$ cat src/rtl/btb_update_ctrl_if.sv
// Handshake bundle between the EX-stage update source, this controller and the BTB write port.
// master = controller side, slave = EX stage / BTB side.
interface btb_update_ctrl_if #(
  parameter int unsigned INDEX_WIDTH = 6
);
  logic                   exValid;
  logic                   exBranch;
  logic                   exTaken;
  logic [31:0]            exPc;
  logic [31:0]            exTarget;
  logic                   exReady;
  logic                   btbWrEn;
  logic                   btbWrRdy;
  logic [INDEX_WIDTH-1:0] btbWrIdx;
  logic [31:0]            btbWrPc;
  logic [31:0]            btbWrTarget;
  logic                   btbWrBranch;
  logic                   btbWrTaken;
  logic                   btbWrInval;

  modport master (
    input  exValid, exBranch, exTaken, exPc, exTarget, btbWrRdy,
    output exReady, btbWrEn, btbWrIdx, btbWrPc, btbWrTarget,
           btbWrBranch, btbWrTaken, btbWrInval
  );

  modport slave (
    output exValid, exBranch, exTaken, exPc, exTarget, btbWrRdy,
    input  exReady, btbWrEn, btbWrIdx, btbWrPc, btbWrTarget,
           btbWrBranch, btbWrTaken, btbWrInval
  );
endinterface

$ cat src/rtl/btb_update_ctrl.sv
// BTB update controller: queues resolved branch updates in order and writes them to the BTB,
// invalidating every set after reset or a flush before predictions are enabled.
module btb_update_ctrl #(
  parameter int unsigned BTB_ENTRIES = 64,
  parameter int unsigned INDEX_WIDTH = $clog2(BTB_ENTRIES),
  parameter int unsigned FIFO_DEPTH  = 4
) (
  input  logic              clk,
  input  logic              rst,
  input  logic              flushReq,
  output logic              predEnable,
  output logic [7:0]        dropCount,
  btb_update_ctrl_if.master bus
);
  localparam int unsigned PTR_W = $clog2(FIFO_DEPTH);
  localparam logic [INDEX_WIDTH-1:0] LAST_IDX = INDEX_WIDTH'(BTB_ENTRIES - 1);
  localparam logic [PTR_W:0] FULL_CNT = (PTR_W + 1)'(FIFO_DEPTH);

  typedef enum logic {SWEEP, RUN} state_t;

  state_t                 state, state_nxt;
  logic [INDEX_WIDTH-1:0] sweep_idx, sweep_idx_nxt;

  logic [31:0]      fifo_pc     [FIFO_DEPTH];
  logic [31:0]      fifo_target [FIFO_DEPTH];
  logic             fifo_branch [FIFO_DEPTH];
  logic             fifo_taken  [FIFO_DEPTH];
  logic [PTR_W-1:0] rd_ptr, wr_ptr;
  logic [PTR_W:0]   count;
  logic             full, empty, push, pop;
  logic [31:0]      head_pc;

  assign full    = (count == FULL_CNT);
  assign empty   = (count == '0);
  assign head_pc = fifo_pc[rd_ptr];
  assign push    = bus.exValid && bus.exReady;
  assign pop     = (state == RUN) && bus.btbWrEn && bus.btbWrRdy;

  always_ff @(posedge clk or negedge rst) begin
    if (!rst) begin
      state     <= SWEEP;
      sweep_idx <= '0;
    end else begin
      state     <= state_nxt;
      sweep_idx <= sweep_idx_nxt;
    end
  end

  always_comb begin
    state_nxt       = state;
    sweep_idx_nxt   = sweep_idx;
    predEnable      = 1'b0;
    bus.exReady     = 1'b0;
    bus.btbWrEn     = 1'b0;
    bus.btbWrInval  = 1'b0;
    bus.btbWrIdx    = '0;
    bus.btbWrPc     = '0;
    bus.btbWrTarget = '0;
    bus.btbWrBranch = 1'b0;
    bus.btbWrTaken  = 1'b0;
    unique case (state)
      SWEEP: begin
        bus.btbWrEn    = 1'b1;
        bus.btbWrInval = 1'b1;
        bus.btbWrIdx   = sweep_idx;
        // A flush restarts the sweep even if this cycle's write was accepted.
        if (flushReq) begin
          sweep_idx_nxt = '0;
        end else if (bus.btbWrRdy) begin
          if (sweep_idx == LAST_IDX) begin
            state_nxt     = RUN;
            sweep_idx_nxt = '0;
          end else begin
            sweep_idx_nxt = sweep_idx + INDEX_WIDTH'(1);
          end
        end
      end
      RUN: begin
        predEnable      = 1'b1;
        bus.exReady     = !full && !flushReq;
        bus.btbWrEn     = !empty;
        bus.btbWrIdx    = head_pc[INDEX_WIDTH+1:2];
        bus.btbWrPc     = head_pc;
        bus.btbWrTarget = fifo_target[rd_ptr];
        bus.btbWrBranch = fifo_branch[rd_ptr];
        bus.btbWrTaken  = fifo_taken[rd_ptr];
        if (flushReq) begin
          state_nxt     = SWEEP;
          sweep_idx_nxt = '0;
        end
      end
      default: state_nxt = SWEEP;
    endcase
  end

  always_ff @(posedge clk or negedge rst) begin
    if (!rst) begin
      rd_ptr <= '0;
      wr_ptr <= '0;
      count  <= '0;
    end else if ((state == RUN) && flushReq) begin
      // The head write of this cycle still completes at the BTB; everything queued is dropped.
      rd_ptr <= '0;
      wr_ptr <= '0;
      count  <= '0;
    end else begin
      if (push) wr_ptr <= wr_ptr + PTR_W'(1);
      if (pop)  rd_ptr <= rd_ptr + PTR_W'(1);
      count <= count + (PTR_W + 1)'(push) - (PTR_W + 1)'(pop);
    end
  end

  always_ff @(posedge clk) begin
    if (push) begin
      fifo_pc[wr_ptr]     <= bus.exPc;
      fifo_target[wr_ptr] <= bus.exTarget;
      fifo_branch[wr_ptr] <= bus.exBranch;
      fifo_taken[wr_ptr]  <= bus.exTaken;
    end
  end

  always_ff @(posedge clk or negedge rst) begin
    if (!rst) begin
      dropCount <= '0;
    end else if (bus.exValid && !bus.exReady && (dropCount != 8'hFF)) begin
      dropCount <= dropCount + 8'd1;
    end
  end
endmodule

$ cat src/flat_wrapper.sv
// flat-port wrapper written by rule: the top's interface ports become plain ports
module btb_update_ctrl_flat 
#(
  parameter int unsigned BTB_ENTRIES = 64,
  parameter int unsigned INDEX_WIDTH = $clog2(BTB_ENTRIES),
  parameter int unsigned FIFO_DEPTH  = 4
)
  (clk, rst, flushReq, predEnable, dropCount, bus_exValid, bus_exBranch, bus_exTaken, bus_exPc, bus_exTarget, bus_btbWrRdy, bus_exReady, bus_btbWrEn, bus_btbWrIdx, bus_btbWrPc, bus_btbWrTarget, bus_btbWrBranch, bus_btbWrTaken, bus_btbWrInval);
  btb_update_ctrl_if #(.INDEX_WIDTH(INDEX_WIDTH)) bus_i ();
  input  logic clk;
  input  logic rst;
  input  logic flushReq;
  output logic predEnable;
  output logic [7:0] dropCount;
  input wire logic [$bits(bus_i.exValid)-1:0] bus_exValid;
  input wire logic [$bits(bus_i.exBranch)-1:0] bus_exBranch;
  input wire logic [$bits(bus_i.exTaken)-1:0] bus_exTaken;
  input wire logic [$bits(bus_i.exPc)-1:0] bus_exPc;
  input wire logic [$bits(bus_i.exTarget)-1:0] bus_exTarget;
  input wire logic [$bits(bus_i.btbWrRdy)-1:0] bus_btbWrRdy;
  output wire logic [$bits(bus_i.exReady)-1:0] bus_exReady;
  output wire logic [$bits(bus_i.btbWrEn)-1:0] bus_btbWrEn;
  output wire logic [$bits(bus_i.btbWrIdx)-1:0] bus_btbWrIdx;
  output wire logic [$bits(bus_i.btbWrPc)-1:0] bus_btbWrPc;
  output wire logic [$bits(bus_i.btbWrTarget)-1:0] bus_btbWrTarget;
  output wire logic [$bits(bus_i.btbWrBranch)-1:0] bus_btbWrBranch;
  output wire logic [$bits(bus_i.btbWrTaken)-1:0] bus_btbWrTaken;
  output wire logic [$bits(bus_i.btbWrInval)-1:0] bus_btbWrInval;
  assign bus_i.exValid = bus_exValid;
  assign bus_i.exBranch = bus_exBranch;
  assign bus_i.exTaken = bus_exTaken;
  assign bus_i.exPc = bus_exPc;
  assign bus_i.exTarget = bus_exTarget;
  assign bus_i.btbWrRdy = bus_btbWrRdy;
  assign bus_exReady = bus_i.exReady;
  assign bus_btbWrEn = bus_i.btbWrEn;
  assign bus_btbWrIdx = bus_i.btbWrIdx;
  assign bus_btbWrPc = bus_i.btbWrPc;
  assign bus_btbWrTarget = bus_i.btbWrTarget;
  assign bus_btbWrBranch = bus_i.btbWrBranch;
  assign bus_btbWrTaken = bus_i.btbWrTaken;
  assign bus_btbWrInval = bus_i.btbWrInval;
  btb_update_ctrl #(.BTB_ENTRIES(BTB_ENTRIES), .INDEX_WIDTH(INDEX_WIDTH), .FIFO_DEPTH(FIFO_DEPTH)) u_core (.clk(clk), .rst(rst), .flushReq(flushReq), .predEnable(predEnable), .dropCount(dropCount), .bus(bus_i));
endmodule
$ cat config.mk
export PLATFORM = sky130hd
export DESIGN_NAME = btb_update_ctrl_flat
export DESIGN_NICKNAME = d
export VERILOG_FILES = /design/src/rtl/btb_update_ctrl_if.sv /design/src/rtl/btb_update_ctrl.sv /design/src/flat_wrapper.sv
export SDC_FILE = /design/constraint.sdc
export NUM_CORES = 1
export LEC_CHECK = 0
export ABC_AREA = 1
export CAP_MARGIN = 20
export CORE_MARGIN = 3
export CORE_UTILIZATION = 55
export CTS_CLUSTER_DIAMETER = 30
export DETAILED_ROUTE_END_ITERATION = 12
export GPL_TIMING_DRIVEN = 0
export PLACE_DENSITY_LB_ADDON = 0.12
export SLEW_MARGIN = 20
export SYNTH_ARGS = -nofsm -noshare
export SYNTH_HDL_FRONTEND = slang
export SYNTH_SLANG_ARGS = --single-unit
$ cat constraint.sdc
create_clock -name clk -period 5.3 [get_ports clk]
set_input_delay 1.06 -clock clk [delete_from_list [all_inputs] [get_ports clk]]
set_output_delay 1.06 -clock clk [all_outputs]
set_load 0.1 [all_outputs]
==> flow_summary.ini, run 1 <==
[sta]
skew_ns = 0.0114
layout_setup_ws_ns = 0.982
slew_headroom_pct = 29.9
period_share_pct = 81.5
fin_crit_ns = 4.32
rsz0062_at_grt = false
worst_pin_slew_ns = 1.05
hold_viol = 0
setup_viol = 0
fmax_mhz = 232
finalMaxSlewViolations = 0

[clock_tree]
clock-sinks = 286
clock_path_buffers = 3
clockRootBuffer = clkbuf_16
clk_pin_slew_worst_paths_ns = 0.05
cts_tree = yes
cts_max_level = 2
cts_buffers = 50
cts_setup_buffers = 0
clock_latency_ns = 0.53
holdBufCountCts = 0
ctsResizeCount = 0

[global_route]
grt_pass1_vias = 8193
grt_util_all_layers_pct = 24.7
grt_overflow = 0
grt_max_degree = 25
grt_pass1_wl_um = 43100
antenna_found_initial = 0

[layout]
nets = 1283
num_antenna_cells = 0
finalCoreUtilization_pct = 75.9
drive_gt1_share_pct = 11.0
fin_area_mm2 = 0.0156
syn_to_final_growth_pct = 33.8

[run]
maxCapViolCount = 0

[floorplanning]
ios = 155
rows = 52
initial_core_util_pct = 56.7
fp.dieW_um = 151
core_area_mm2 = 0.0205
die_h_um = 151
die_area_mm2 = 0.0229

[logic_synthesis]
synth.avg_cell_area_um2 = 11.8
synth_top_family_by_area = simple AND/OR/NAND/NOR gates
synth_fp_nets = 1065
syn_inst = 985
synth-main-ff-cell = edfxtp_1
synth-async-reset-ratio_pct = 7.69
netlist_area_mm2 = 0.0116
yosys_warnings = 0
yosysTopAreaCell = edfxtp_1
synth_xor_area_share_pct = 0.527
synth.most_common_cell = nor2_1
synth_common_cells = nor2_1 (283), edfxtp_1 (264), o21ai_0 (96)
synth-simple-area-share_pct = 12.9
synth_area_leaders = edfxtp_1 (68%), nor2_1 (9.1%), dfrtp_1 (4.7%)
synth-adder-area-share_pct = 1.03
synth.mux.area_fraction_pct = 0
synth_top_area_share_pct = 68.2
ys_seq_area_share_pct = 72.9
synth-edff-count = 264
ys_seq_elements = 286
yosysUniqueCellTypes = 27
synth-compound-area-share_pct = 8.74

[drt]
drt_pre_antenna_iters = 5
drcViolationCount = 0
antenna_left = 0
dr.first_iter.drc_count = 675
wl_per_cell_um = 18.8
via_per_inst = 5.39
vias = 8153
wirelength_um = 28400

[setup_path]
worst_setup_path_start_kind = register
crit_path_end = bus_btbWrTarget[29]
cp-end-kind = primary output
crit_type = reg -> out
required_ns = 4.24
cp.depth = 6
crit_chain = buf_6, inv_4, clkbuf_1, o21ai_0, a21oi_1, clkdlybuf4s50_1
cp_num_buf_inv = 4
r2r_slack_ns = 2.84
slowest_delay_ns = 1.17
crit_family = buffers and inverters
ff2ff_path_depth = 6
cpMaxStageDelayCell = clkdlybuf4s50_1
r2r_start = u_core.state
cp.arrival_ns = 3.26
cp_max_fo = 10
crit_start = u_core.rd_ptr[0]
r2r_end = u_core.fifo_pc[1][20]

[power]
vdd_ir_drop_max_v = 0.000314
p_leak_nw = 5.68
powerDensity_mw_per_mm2 = 427

[place]
place.port_buffers = 154
postPlaceCellArea_mm2 = 0.0138
place_congestion = 0.827
hpwl_um = 17600
pre_cts_ws_ns = 1.14

[run_status]
status = finished clean

[hold_path]
hold_class = in -> async
-- worst register-to-register path, cell delays in order, from the launching register on --
cell and delay (ns):
dfrtp_1 0.38, inv_2 0.12, nor2_1 0.19, nand3_1 0.40
nor2_4 0.57, buf_12 0.26, buf_12 0.22
-- area by class of cell --
type / count / area [um2]
Fill cell: 1334 / 4940
Multi-Input combinational cell: 607 / 2730
Inverter: 40 / 153
Buffer: 52 / 299
Tap cell: 270 / 338
Clock buffer: 58 / 1320
Timing Repair Buffer: 166 / 1830
Clock inverter: 35 / 405
Sequential cell: 286 / 8480
-- logic make-up (layout without fill, tap and decap cells) --
group,Yosys count,after routing
AND/OR/NAND/NOR,389,389
XOR/XNOR,7,7
adder cells (fa/ha/maj),9,9
flip-flops,286,286
AO/OA/AOI/OAI,202,202
buffers and inverters,92,351
-- layer usage --
metal	global-route usage, %	wire length, um	vias up
li1	-	-	3854
met1	33.0	11600	3888
met2	40.5	13900	355
met3	5.03	2220	56
met4	9.16	612	0
met5	0	0	-
-- sequential cells by signal, indices dropped and copies added, names as in the netlist --
register,cells
u_core.dropCount,8
u_core.state,1
u_core.count,3
u_core.sweep_idx,6
u_core.wr_ptr,2
u_core.fifo_taken,4
u_core.fifo_target,128
u_core.fifo_pc,128
u_core.rd_ptr,2
u_core.fifo_branch,4
-- cells in the final DEF (no fill, tap or decap), types with 16 or more instances in the layout --
cell type        instances
o21ai_0                 96
nand3_1                 16
nand2_1                 84
clkdlybuf4s50_1        153
o21ai_1                 43
clkbuf_1                24
nor2_1                 279
clkbuf_16               51
buf_2                   19
dfrtp_1                 22
edfxtp_1               264
a21oi_1                 61
inv_1                   37
-- worst min-delay path by stage --
stage	slack [ns]	end	cells after the start	startpoint
final	0.51	u_core.dropCount[6]	1	rst
after global routing	0.56	u_core.dropCount[2]	1	rst
after CTS	0.57	u_core.sweep_idx[1]	2	u_core.sweep_idx[1]
after detailed placement	0.53	u_core.dropCount[1]	2	u_core.dropCount[1]
after global placement	0.53	u_core.dropCount[1]	2	u_core.dropCount[1]
after floorplan	0.50	u_core.sweep_idx[1]	2	u_core.sweep_idx[1]
-- stage by stage --
stage | std cells | TNS (ns) | hold slack (ns) | power, W
2_1_floorplan | 985 | 0 | 0.500 | 0.00315
3_3_place_gp | 1409 | -573.81 | 0.530 | 0.00342
3_5_place_dp | 1421 | 0 | 0.531 | 0.00344
4_1_cts | 1514 | 0 | 0.567 | 0.00666
5_1_grt | 1514 | 0 | 0.556 | 0.00685
6_report | 1514 | 0 | 0.511 | 0.00663
-- power breakdown --
group | internal, W | leakage [nW] | total [W] | switching [W]
clock | 0.00217 | 0.825 | 0.00323 | 0.00106
sequential | 0.00250 | 2.66 | 0.00254 | 0.0000414
combinational | 0.000278 | 2.19 | 0.000864 | 0.000586
total | 0.00495 | 5.68 | 0.00663 | 0.00168
(Power assumes the default switching activity.)
==> inputs of run 2 (changes only) <==
CORE_UTILIZATION = 50   (was 55)
clock period = 3.8 ns   (was 5.3 ns; I/O delays follow)
==> run 2 against run 1 <==
Net effect: clock-buffer cell count rose by 5; first-iteration DRC count down 12%; final area increased by 0.27%.
==> flow_summary.ini, run 2 (same netlist as run 1, synthesis figures left out) <==
[run_status]
status = finished clean

[clock_tree]
cts_setup_buffers = 0
clock_latency_ns = 0.55
cts_max_level = 2
clock-sinks = 286
clockRootBuffer = clkbuf_16
holdBufCountCts = 0
cts_buffers = 53
clk_pin_slew_worst_paths_ns = 0.04
cts_tree = yes
clock_path_buffers = 3

[drt]
drcViolationCount = 0
m1WireLength_um = 12000
via_per_inst = 5.14
wl_per_cell_um = 17.8
vias = 8039
route.met3.wl_um = 1920
wl_met2_um = 13500
antenna_left = 0
drt_pre_antenna_iters = 5
dr.first_iter.drc_count = 592
wirelength_um = 27800
topRoutingLayerUsed = met5

[sta]
skew_ns = 0.0132
rsz0062_at_grt = false
finalMaxSlewViolations = 0
setup_viol = 0
period_share_pct = 97.4
setup_tns_ns = 0
fmax_mhz = 270
hold_viol = 0
slew_headroom_pct = 29.4
worst_pin_slew_ns = 1.06
fin_crit_ns = 3.70

[hold_path]
hold_class = in -> async

[global_route]
grt_util_all_layers_pct = 22.6
grt_max_degree = 24
grt_pass1_wl_um = 43100
grt_overflow = 0
antenna_found_initial = 3
grt_pass1_vias = 8058

[power]
clkPwrFrac_pct = 49.5
seqPwrFrac_pct = 37.9
power.switching_w = 0.00233
power.share.switching_pct = 24.9
vdd_ir_drop_max_v = 0.000385
pwr-share-comb_pct = 12.6
p_int_w = 0.00704
powerDensity_mw_per_mm2 = 601
p_leak_nw = 6.04

[floorplanning]
die_h_um = 158
initial_core_util_pct = 51.0
die_area_mm2 = 0.0251
core_area_mm2 = 0.0228
fp.dieW_um = 158
ios = 155
rows = 55

[layout]
num_antenna_cells = 0
largestRegisters = u_core.fifo_pc: 128 flops, u_core.fifo_target: 128 flops, u_core.dropCount: 8 flops
syn_to_final_growth_pct = 34.1
drive_gt1_share_pct = 11.8
final_cell_mix = nor2_1 (279), edfxtp_1 (264), o21ai_0 (96)
nets = 1286
fin_area_mm2 = 0.0156
final_common_cell = nor2_1
nFillCells = 1666

[setup_path]
cp.arrival_ns = 2.94
cp_max_fo = 10
ff2ff_path_depth = 6
r2r_slack_ns = 1.23
r2r_end = u_core.fifo_pc[3][8]
crit_type = reg -> out
required_ns = 3.04
crit_path_end = bus_btbWrPc[24]
crit_start = u_core.rd_ptr[0]
r2r_start = u_core.state
worst_setup_path_start_kind = register
cp-end-kind = primary output

[run]
maxCapViolCount = 0

[place]
place_congestion = 0.780
place.port_buffers = 154
hpwl_um = 17600
postPlaceCellArea_mm2 = 0.0139
[run 2: power by group through the flow]
stage          Clock, W  Sequential (W)  Combinational [W]
6_report        0.00464         0.00355            0.00118
5_1_grt         0.00486         0.00355            0.00131
4_1_cts         0.00468         0.00355            0.00119
3_5_place_dp          0         0.00360            0.00119
3_3_place_gp          0         0.00360            0.00117
2_1_floorplan         0         0.00376           0.000645
[run 2: repair_timing]
item | in CTS | in global routing
endpoints found under the setup margin | 72 | 8
resized for setup | 74 | 14
endpoints found under the hold margin | 0 | 0
[run 2: how the worst min path moves through the flow]
| stage | from | depth (start not counted) | to |
|---|---|---|---|
| after floorplan | rst | 0 | u_core.count[0] |
| after global placement | u_core.dropCount[1] | 2 | u_core.dropCount[1] |
| after detailed placement | u_core.dropCount[1] | 2 | u_core.dropCount[1] |
| after CTS | u_core.dropCount[1] | 2 | u_core.dropCount[1] |
| after global routing | rst | 1 | u_core.dropCount[4] |
| final | rst | 1 | u_core.sweep_idx[2] |
[run 2: per-stage QoR]
step / std cells / utilization (%) / hold WS [ns] / worst slack [ns] / power, W
floorplan: 985 / - / 0.464 / -0.650 / 0.00440
global placement: 1452 / 59.6 / 0.524 / -3.56 / 0.00477
detailed placement: 1464 / 61.0 / 0.533 / 0.263 / 0.00479
CTS: 1563 / 68.6 / 0.542 / 0.0345 / 0.00942
global route: 1563 / 68.5 / 0.218 / 0.00703 / 0.00972
finish: 1563 / 68.5 / 0.189 / 0.0987 / 0.00937
[run 2: layout make-up]
class                      count  area (um2)  area share (%)
tap                          313         392            2.51
buffer                        52         299            1.92
timing repair buffer         166        1730            11.1
clock inverter                36         395            2.54
inverter                      40         153           0.979
multi-input combinational    607        2740            17.6
clock buffer                  63        1410            9.02
sequential                   286        8480            54.4
[run 2: worst max-delay path, stage by stage (launching register included)]
cell and delay (ns):
dfrtp_1 0.36, buf_6 0.14, inv_4 0.10, clkbuf_1 0.49
o21ai_0 0.24, a21oi_2 0.18, dlygate4sd2_1 0.88
[run 2: layer usage]
metal / GRT usage, % / vias up
met5: 0 / -
met4: 5.65 / 6
met3: 5.54 / 39
met2: 37.2 / 280
met1: 30.7 / 3857
li1: - / 3857
